[src/rtl/arrhythmia_infer_ctrl_pkg.sv]
// arrhythmia_pkg: shared states, Q4.11 constants and sign-magnitude compare
package arrhythmia_pkg;
   typedef enum logic [1:0] {IDLE, CLEAR, RUN, RESULT} state_t;
   localparam int SIGN_BIT = 15;
   localparam logic [15:0] ONE = 16'h0800;
   // +0 and -0 compare equal, so a zero magnitude is treated as non-negative
   function automatic logic sm_gt(input logic [15:0] a, input logic [15:0] b);
      logic an, bn;
      an = a[SIGN_BIT] & |a[SIGN_BIT-1:0];
      bn = b[SIGN_BIT] & |b[SIGN_BIT-1:0];
      return (an != bn) ? bn : an ? (a[SIGN_BIT-1:0] < b[SIGN_BIT-1:0]) : (a[SIGN_BIT-1:0] > b[SIGN_BIT-1:0]);
   endfunction
endpackage

[src/rtl/arrhythmia_infer_ctrl_if.sv]
// arrhythmia_if: sample-in, result-out and datapath signals of the inference sequencer
interface arrhythmia_if #(parameter int BITSIZE = 16, parameter int N_FEAT = 10);
   logic                      in_valid, in_ready, in_label;
   logic [BITSIZE*N_FEAT-1:0] in_x, dp_x;
   logic                      dp_reset, dp_done;
   logic [BITSIZE-1:0]        dp_y1, dp_y2, out_y1, out_y2;
   logic                      out_valid, out_ready, out_pred, out_match, out_timeout;
   modport master (
      output in_valid, in_x, in_label, out_ready, dp_done, dp_y1, dp_y2,
      input  in_ready, dp_reset, dp_x, out_valid, out_pred, out_match, out_timeout, out_y1, out_y2
   );
   modport slave (
      input  in_valid, in_x, in_label, out_ready, dp_done, dp_y1, dp_y2,
      output in_ready, dp_reset, dp_x, out_valid, out_pred, out_match, out_timeout, out_y1, out_y2
   );
endinterface

[src/rtl/arrhythmia_sm_gt.sv]
// arrhythmia_sm_gt: combinational a > b for sign-magnitude words
module arrhythmia_sm_gt #(parameter int W = 16) (
   input  logic [W-1:0] a,
   input  logic [W-1:0] b,
   output logic         gt
);
   logic an, bn;
   // a negative zero counts as non-negative so that +0 == -0
   assign an = a[W-1] & |a[W-2:0];
   assign bn = b[W-1] & |b[W-2:0];
   assign gt = (an != bn) ? bn : an ? (a[W-2:0] < b[W-2:0]) : (a[W-2:0] > b[W-2:0]);
endmodule

[src/rtl/arrhythmia_infer_ctrl.sv]
// arrhythmia_infer_ctrl: runs one sample through the VAE/classifier datapath and keeps accuracy statistics
module arrhythmia_infer_ctrl
   import arrhythmia_pkg::*;
#(
   parameter int BITSIZE    = 16,
   parameter int N_FEAT     = 10,
   parameter int CLR_CYCLES = 2,
   parameter int TIMEOUT    = 255,
   parameter int CNT_W      = 16
) (
   input  logic             clk,
   input  logic             reset,
   arrhythmia_if.slave      bus,
   input  logic             stat_clear,
   output logic [CNT_W-1:0] stat_total,
   output logic [CNT_W-1:0] stat_correct,
   output logic [CNT_W-1:0] stat_timeout,
   output logic             busy
);
   localparam int CW = $clog2(CLR_CYCLES + 1);
   localparam int RW = $clog2(TIMEOUT + 1);
   state_t                    state;
   logic [BITSIZE*N_FEAT-1:0] x_q;
   logic                      label_q, gt;
   logic [CW-1:0]             clr_cnt;
   logic [RW-1:0]             run_cnt;
   arrhythmia_sm_gt #(.W(BITSIZE)) u_gt (.a(bus.dp_y1), .b(bus.dp_y2), .gt(gt));
   assign bus.dp_x = x_q;
   always_ff @(posedge clk or negedge reset) begin
      if (!reset) begin
         state           <= IDLE;
         bus.in_ready    <= 1'b1;
         bus.dp_reset    <= 1'b1;
         bus.out_valid   <= 1'b0;
         bus.out_pred    <= 1'b0;
         bus.out_match   <= 1'b0;
         bus.out_timeout <= 1'b0;
         bus.out_y1      <= '0;
         bus.out_y2      <= '0;
         busy            <= 1'b0;
         x_q             <= '0;
         label_q         <= 1'b0;
         clr_cnt         <= '0;
         run_cnt         <= '0;
         stat_total      <= '0;
         stat_correct    <= '0;
         stat_timeout    <= '0;
      end else begin
         case (state)
            IDLE: if (bus.in_valid && bus.in_ready) begin
               x_q          <= bus.in_x;
               label_q      <= bus.in_label;
               clr_cnt      <= '0;
               bus.in_ready <= 1'b0;
               busy         <= 1'b1;
               state        <= CLEAR;
            end
            // dp_done may still be high from the previous sample here, so it is not looked at
            CLEAR: begin
               clr_cnt <= clr_cnt + 1'b1;
               if (clr_cnt == CW'(CLR_CYCLES - 1)) begin
                  bus.dp_reset <= 1'b0;
                  run_cnt      <= '0;
                  state        <= RUN;
               end
            end
            RUN: if (bus.dp_done || run_cnt == RW'(TIMEOUT - 1)) begin
               bus.out_y1      <= bus.dp_done ? bus.dp_y1 : '0;
               bus.out_y2      <= bus.dp_done ? bus.dp_y2 : '0;
               bus.out_pred    <= bus.dp_done && gt;
               bus.out_match   <= bus.dp_done && (gt == label_q);
               bus.out_timeout <= !bus.dp_done;
               bus.out_valid   <= 1'b1;
               state           <= RESULT;
            end else begin
               run_cnt <= run_cnt + 1'b1;
            end
            RESULT: if (bus.out_ready) begin
               stat_total    <= stat_total + CNT_W'(!(&stat_total));
               stat_correct  <= stat_correct + CNT_W'(bus.out_match && !(&stat_correct));
               stat_timeout  <= stat_timeout + CNT_W'(bus.out_timeout && !(&stat_timeout));
               bus.out_valid <= 1'b0;
               bus.in_ready  <= 1'b1;
               bus.dp_reset  <= 1'b1;
               busy          <= 1'b0;
               state         <= IDLE;
            end
         endcase
         // a clear overrides any increment taken on the same edge
         if (stat_clear) begin
            stat_total   <= '0;
            stat_correct <= '0;
            stat_timeout <= '0;
         end
      end
   end
endmodule

[src/flat_wrapper.sv]
// flat-port wrapper written by rule: the top's interface ports become plain ports
module arrhythmia_infer_ctrl_flat import arrhythmia_pkg::*;
#(
   parameter int BITSIZE    = 16,
   parameter int N_FEAT     = 10,
   parameter int CLR_CYCLES = 2,
   parameter int TIMEOUT    = 255,
   parameter int CNT_W      = 16
)
  (clk, reset, stat_clear, stat_total, stat_correct, stat_timeout, busy, bus_in_valid, bus_in_x, bus_in_label, bus_out_ready, bus_dp_done, bus_dp_y1, bus_dp_y2, bus_in_ready, bus_dp_reset, bus_dp_x, bus_out_valid, bus_out_pred, bus_out_match, bus_out_timeout, bus_out_y1, bus_out_y2);
  arrhythmia_if #(.BITSIZE(BITSIZE), .N_FEAT(N_FEAT)) bus_i ();
  input  logic clk;
  input  logic reset;
  input  logic stat_clear;
  output logic [CNT_W-1:0] stat_total;
  output logic [CNT_W-1:0] stat_correct;
  output logic [CNT_W-1:0] stat_timeout;
  output logic busy;
  input wire logic [$bits(bus_i.in_valid)-1:0] bus_in_valid;
  input wire logic [$bits(bus_i.in_x)-1:0] bus_in_x;
  input wire logic [$bits(bus_i.in_label)-1:0] bus_in_label;
  input wire logic [$bits(bus_i.out_ready)-1:0] bus_out_ready;
  input wire logic [$bits(bus_i.dp_done)-1:0] bus_dp_done;
  input wire logic [$bits(bus_i.dp_y1)-1:0] bus_dp_y1;
  input wire logic [$bits(bus_i.dp_y2)-1:0] bus_dp_y2;
  output wire logic [$bits(bus_i.in_ready)-1:0] bus_in_ready;
  output wire logic [$bits(bus_i.dp_reset)-1:0] bus_dp_reset;
  output wire logic [$bits(bus_i.dp_x)-1:0] bus_dp_x;
  output wire logic [$bits(bus_i.out_valid)-1:0] bus_out_valid;
  output wire logic [$bits(bus_i.out_pred)-1:0] bus_out_pred;
  output wire logic [$bits(bus_i.out_match)-1:0] bus_out_match;
  output wire logic [$bits(bus_i.out_timeout)-1:0] bus_out_timeout;
  output wire logic [$bits(bus_i.out_y1)-1:0] bus_out_y1;
  output wire logic [$bits(bus_i.out_y2)-1:0] bus_out_y2;
  assign bus_i.in_valid = bus_in_valid;
  assign bus_i.in_x = bus_in_x;
  assign bus_i.in_label = bus_in_label;
  assign bus_i.out_ready = bus_out_ready;
  assign bus_i.dp_done = bus_dp_done;
  assign bus_i.dp_y1 = bus_dp_y1;
  assign bus_i.dp_y2 = bus_dp_y2;
  assign bus_in_ready = bus_i.in_ready;
  assign bus_dp_reset = bus_i.dp_reset;
  assign bus_dp_x = bus_i.dp_x;
  assign bus_out_valid = bus_i.out_valid;
  assign bus_out_pred = bus_i.out_pred;
  assign bus_out_match = bus_i.out_match;
  assign bus_out_timeout = bus_i.out_timeout;
  assign bus_out_y1 = bus_i.out_y1;
  assign bus_out_y2 = bus_i.out_y2;
  arrhythmia_infer_ctrl #(.BITSIZE(BITSIZE), .N_FEAT(N_FEAT), .CLR_CYCLES(CLR_CYCLES), .TIMEOUT(TIMEOUT), .CNT_W(CNT_W)) u_core (.clk(clk), .reset(reset), .bus(bus_i), .stat_clear(stat_clear), .stat_total(stat_total), .stat_correct(stat_correct), .stat_timeout(stat_timeout), .busy(busy));
endmodule
[config.mk]
export PLATFORM = sky130hd
export DESIGN_NAME = arrhythmia_infer_ctrl_flat
export DESIGN_NICKNAME = d
export VERILOG_FILES = /design/src/rtl/arrhythmia_infer_ctrl_pkg.sv /design/src/rtl/arrhythmia_infer_ctrl_if.sv /design/src/rtl/arrhythmia_sm_gt.sv /design/src/rtl/arrhythmia_infer_ctrl.sv /design/src/flat_wrapper.sv
export SDC_FILE = /design/constraint.sdc
export NUM_CORES = 1
export LEC_CHECK = 0
export ABC_AREA = 0
export ABC_CLOCK_PERIOD_IN_PS = 3350
export CAP_MARGIN = 15
export CORE_MARGIN = 1.5
export CORE_UTILIZATION = 38
export CTS_CLUSTER_DIAMETER = 200
export DETAILED_ROUTE_END_ITERATION = 16
export PLACE_DENSITY = 0.72
export SYNTH_ARGS = -nofsm -noshare
export SYNTH_HDL_FRONTEND = slang
export SYNTH_SLANG_ARGS = --single-unit
[constraint.sdc]
create_clock -name clk -period 3.35 [get_ports clk]
set_clock_uncertainty 0.1 [all_clocks]
set_input_delay 0.335 -clock clk [delete_from_list [all_inputs] [get_ports clk]]
set_output_delay 0.335 -clock clk [all_outputs]
set_load 0.005 [all_outputs]
# == Word level (Yosys, flattened, before mapping) ==
# Cells that the tools add are included.
# word_totals
reg_bits,260
latchBits,0
ramBits,0
rom_bits,0
in_bits,199
out_inout_bits,247
word_cells,103
mem_count,0
# op_classes
n_addsub,5
n_mul,0
div,0
n_lt_le_gt_ge,2
eq_ne,12
n_shift,0
muxes,33
n_bitwise,2
reduce_logical,32
# op_table
cell,count
$mux W16,11
$add A16 B1 Y16,3
$reduce_and A16 Y1,3
$reduce_or A15 Y1,2
$mux W8,2
$pmux W8 S2,1
$gt A15 B15 Y1,1
$lt A15 B15 Y1,1
$reduce_bool A2 Y1,7
$reduce_and A3 Y1,4
$mux W2,5
$add A8 B1 Y8 const B,1
$eq A8 B8 Y1 const B,1
$mux W1,8
$pmux W1 S2,4
$pmux W2 S4,1
$reduce_and A2 Y1,4
$ne A2 B1 Y1 const B,3
$logic_and A1 B1 Y1,5
$eq A2 B1 Y1 const B,2
$eq A2 B2 Y1 const B,2
$logic_not A1 Y1,4
$ne A2 B2 Y1 const B,2
$pmux W2 S2,1
other kinds (7),8

# == Longest topological paths before layout ==
# depth
ltp_word,7
depth_mapped,12
ltp_nobuf,12

# == Modules after synthesis ==
# A second synthesis with hierarchy kept.
# hier_totals
hier_cells,851
hier_area_um2,11054.4
# by_module_without_submodules
mod,instances,cells_each,area_per_inst_um2,seq_area_each_um2
arrhythmia_infer_ctrl,1,787,10587.7,6508.7
arrhythmia_sm_gt,1,64,466.7,0.0

# == Worst setup path after synthesis ==
# No wires, ideal clock.
# synth_timing
path_type,reg2reg
startpoint,register u_core.stat_total[6]
endpoint,register u_core.stat_total[8]
setup_ps,132
t_arrival_ps,2456
t_required_ps,3118
slack_ps,662
path_stages_with_launch,13
path_buffers,0
synth_period_minus_slack_ps,2688
path_cell_list,dfrtp_1 > nand4_1 > nor3_1 > nand4_1 > or3_1 > ha_1 > ha_1 > nand3_1 > nor2_1 > and3_1 > and3_1 > xnor2_1 > nor2_1
# synth_between
elab_chain_cells,6
# synth_lines
item,line_no,text
from (decl),arrhythmia_infer_ctrl.sv:15,"output logic [CNT_W-1:0] stat_total,"
from (signal assigned),arrhythmia_infer_ctrl.sv:79,stat_total <= stat_total + CNT_W'(!(&stat_total));
$reduce_and A16 Y1,arrhythmia_infer_ctrl.sv:79,
$logic_not A1 Y1,arrhythmia_infer_ctrl.sv:79,
$add A16 B1 Y16 *,arrhythmia_infer_ctrl.sv:79,
$mux W16 *,arrhythmia_infer_ctrl.sv:78,RESULT: if (bus.out_ready) begin
$mux W16 *,arrhythmia_infer_ctrl.sv:49,case (state)
$mux W16 *,arrhythmia_infer_ctrl.sv:90,if (stat_clear) begin
# Every way passes the cells marked *; elsewhere a longest branch is shown, timed or not. The select of a mux whose other input is x is not followed.
# A chain may end at the register's enable or synchronous reset.

# == Worst setup path after layout ==
# Ends and elaborated chain as after synthesis.

==> results.yml <==
power_and_ir_drop:
  internal_power_uw: 9592
  worst_ir_drop_vdd_uv: 499.6
  power_frac_comb: 0.402
  powerDensity_mw_per_mm2: 796.8
  p_leak_uw: 0.007265
  p_clk_frac: 0.221
  p_switching_uw: 3911
  sequentialPowerShare: 0.377
  p_sw_frac: 0.2897
setup_path:
  end_kind: "flip-flop"
  slowest_delay_ns: 0.44
  rr_startpoint: "u_core.stat_total[6]"
  path_cells: "nand4_1 -> nor3_1 -> nand4_1 -> or3_1 -> ha_1 -> ha_1 -> nand3_1 -> nor2_1 -> and3_1 -> and3_1 -> xnor2_1 -> nor2_1"
  reg2reg_to: "u_core.stat_total[8]"
  r2r_slack_ns: 0.37
  arrival_ns: 3.28
  endpoint: "u_core.stat_total[8]"
  reg2reg_depth: 12
  crit_path_start_kind: "flip-flop"
  slowest_stage: "dfrtp_1"
  cp_max_fo: 6
  cp.required_ns: 3.65
  path_class: "reg2reg"
  crit_start: "u_core.stat_total[6]"
global_route:
  grt_pass1_vias: 8812
  grt_max_degree: 96
  antenna_found_initial: 1
  overflow: 0
  grt_pass1_wl_mm: 51.00
  grtUsageTotal: 0.2121
detailed_routing:
  wl_per_cell_um: 18.24
  ant_nets: 0
  drt_iter0_drc: 405
  firstDrtPassIters: 4
  via_per_inst: 4.896
  drt_wl_total_mm: 32.39
  route.detailed.drc: 0
  dr_total_vias: 8696
timing:
  min_period_ns: 2.976
  slew_violations: 0
  setup_violations: 0
  finalCritPeriodShare: 0.8882
  max_slew_margin: 0.4935
  finalHoldViolCount: 0
  grt_setup_unrepaired: "no"
  setup-tns-final_ns: 0
  max_freq_mhz: 336.1
  fin_ws_ns: 0.3744
  tightest_slew_ns: 0.7597
placement:
  hpwl_mm: 23.96
  pre_cts_slack_ns: 0.3885
  gp_congestion: 0.8341
  portBuffers: 445
flow_run:
  cap_violations: 0
final_layout:
  drive_gt1_frac: 0.1710
  area_delta_synth_final_pct: 53.30
  n_antenna_cell: 0
  fin_nets: 1600
  layout_commonest_cell: "clkdlybuf4s50_1"
  layout_common_cells: "444 x clkdlybuf4s50_1, 258 x dfrtp_1, 162 x mux2_2, 120 x nand2_1, 54 x nand3_1"
synthesis:
  async_reset_ff_frac: 1.000
  seq_area_frac_synth: 0.5888
  yosys_warnings: 0
  synthCells: 913
  postSynthAreaPerCell_um2: 12.11
  ys_seq_elements: 260
  synth_cell_types: 47
  synth_edf_count: 0
  synth-main-ff-cell: "dfrtp_1"
  synth_nets: 1141
  syn-cell-area_mm2: 0.01105
die:
  rows: 62
  start_util: 0.3851
  io_pins: 446
  core_area_mm2: 0.02870
  die_area_mm2: 0.03012
  fp.dieW_um: 173.6
  die_h_um: 173.6
clocking:
  cts_buffers: 29
  clock-root-buffer: "clkbuf_16"
  post_cts_resized: 0
  cts_tree: "built"
  insertion_delay_ns: 0.54
  cts.sinks: 260
  path_clk_slew_ns: 0.06
  clock_path_buffers: 3
  h-tree-depth: 1
run_status:
  outcome: "completed"
min_path:
  hold_class: "in2reg"
## routing by layer
metal  GRT usage  vias up  share of wire
li1            -     4096              -
met3     0.05088       52          0.064
met2      0.3618      281           0.49
met4     0.05217        2          0.021
met5           0        -        0.00025
met1      0.2718     4265           0.42
## state kept, by name (all words and copies together) (netlist names), 2 cells and up
register	cells
u_core.bus.dp_x	160
u_core.bus.out_y1	16
u_core.bus.out_y2	16
u_core.clr_cnt	2
u_core.run_cnt	8
u_core.stat_correct	16
u_core.stat_timeout	16
u_core.stat_total	16
u_core.state	2
## layout make-up
class                   instances  area, µm²
flip-flops and latches        260       6509
fillers                      2382      11760
clock inverters                10      53.80
well taps                     384      480.5
multi-input cells             592       4310
repair buffers                465       4662
inverters                      24      90.09
clock buffers                  41      840.8
## cell usage after synthesis (2+ instances only)
cell type | n | area, µm²
mux2_2 | 162 | 1824
and4_1 | 2 | 17.52
buf_2 | 12 | 60.06
a221oi_1 | 2 | 17.52
nand3b_1 | 2 | 15.01
o311ai_0 | 2 | 17.52
o21ai_0 | 24 | 120.1
or3_1 | 11 | 68.82
xnor2_1 | 10 | 87.58
nand4_1 | 17 | 106.4
nor2b_1 | 2 | 12.51
dfrtp_1 | 258 | 6456
xor2_1 | 26 | 227.7
buf_1 | 2 | 7.510
a21oi_1 | 30 | 150.1
nand2b_1 | 4 | 25.02
nor2_1 | 46 | 172.7
inv_1 | 24 | 90.09
and3_1 | 6 | 37.54
dfstp_2 | 2 | 52.55
nor3_1 | 10 | 50.05
or2_2 | 3 | 18.77
clkbuf_1 | 22 | 82.58
nand3_1 | 55 | 275.3
ha_1 | 29 | 362.9
o31ai_1 | 3 | 22.52
nand2_1 | 120 | 450.4
nor4_1 | 8 | 50.05
## how the worst min path moves through the flow
stage | startpoint | to | cells past startpoint
finish | bus_dp_y2[15] | u_core.bus.out_y2[15] | 3
floorplan | reset | u_core.bus.dp_x[0] | 0
detailed placement | reset | u_core.bus.out_y2[1] | 1
CTS | bus_dp_y2[15] | u_core.bus.out_y2[15] | 3
global route | bus_dp_y2[15] | u_core.bus.out_y2[15] | 3
global placement | reset | u_core.bus.out_y2[1] | 1
## critical path, delay by kind of cell (launching register included)
kind	cells	cell delay, ns
fa+ha+maj	2	0.41
simple gates	9	1.76
xor+xnor	1	0.13
flops	1	0.44
## timing repair
action,4_1_cts,5_1_grt
setup buffers,0,0
hold buffers,1,0
hold endpoints to repair,85,0
## per-stage QoR
stage | hold WS, ns | power [µW] | instances | area (µm²) | util
after detailed placement | 0.3303 | 10590 | 1724 | 16040 | 0.5589
after CTS | 0.2688 | 13660 | 1776 | 16950 | 0.5904
final | 0.2871 | 13500 | 1776 | 16950 | 0.5904
after floorplan | -0.06059 | 7106 | 913 | 11050 | -
after global routing | 0.2889 | 14260 | 1776 | 16950 | 0.5904
after global placement | 0.3280 | 10460 | 1724 | 16040 | 0.5589
## power groups by stage
stage	clock [µW]	combinational, µW	sequential [µW]
6_report	2990	5430	5090
5_1_grt	3180	5830	5250
4_1_cts	3070	5500	5090
3_5_place_dp	0	5470	5120
3_3_place_gp	0	5400	5060
2_1_floorplan	0	1940	5160
## cells by family (layout without fill, tap and decap cells)
family	count (synthesis)	after routing	synth area share
multiplexers	163	163	0.1659
XOR/XNOR	36	36	0.02852
buffers and inverters	61	540	0.02241
adder cells (fa/ha/maj)	29	29	0.03282
AO/OA/AOI/OAI	71	71	0.03849
flip-flops	260	260	0.5888
AND/OR/NAND/NOR	293	293	0.1230
Note: power is estimated with default switching activity, not from simulation.
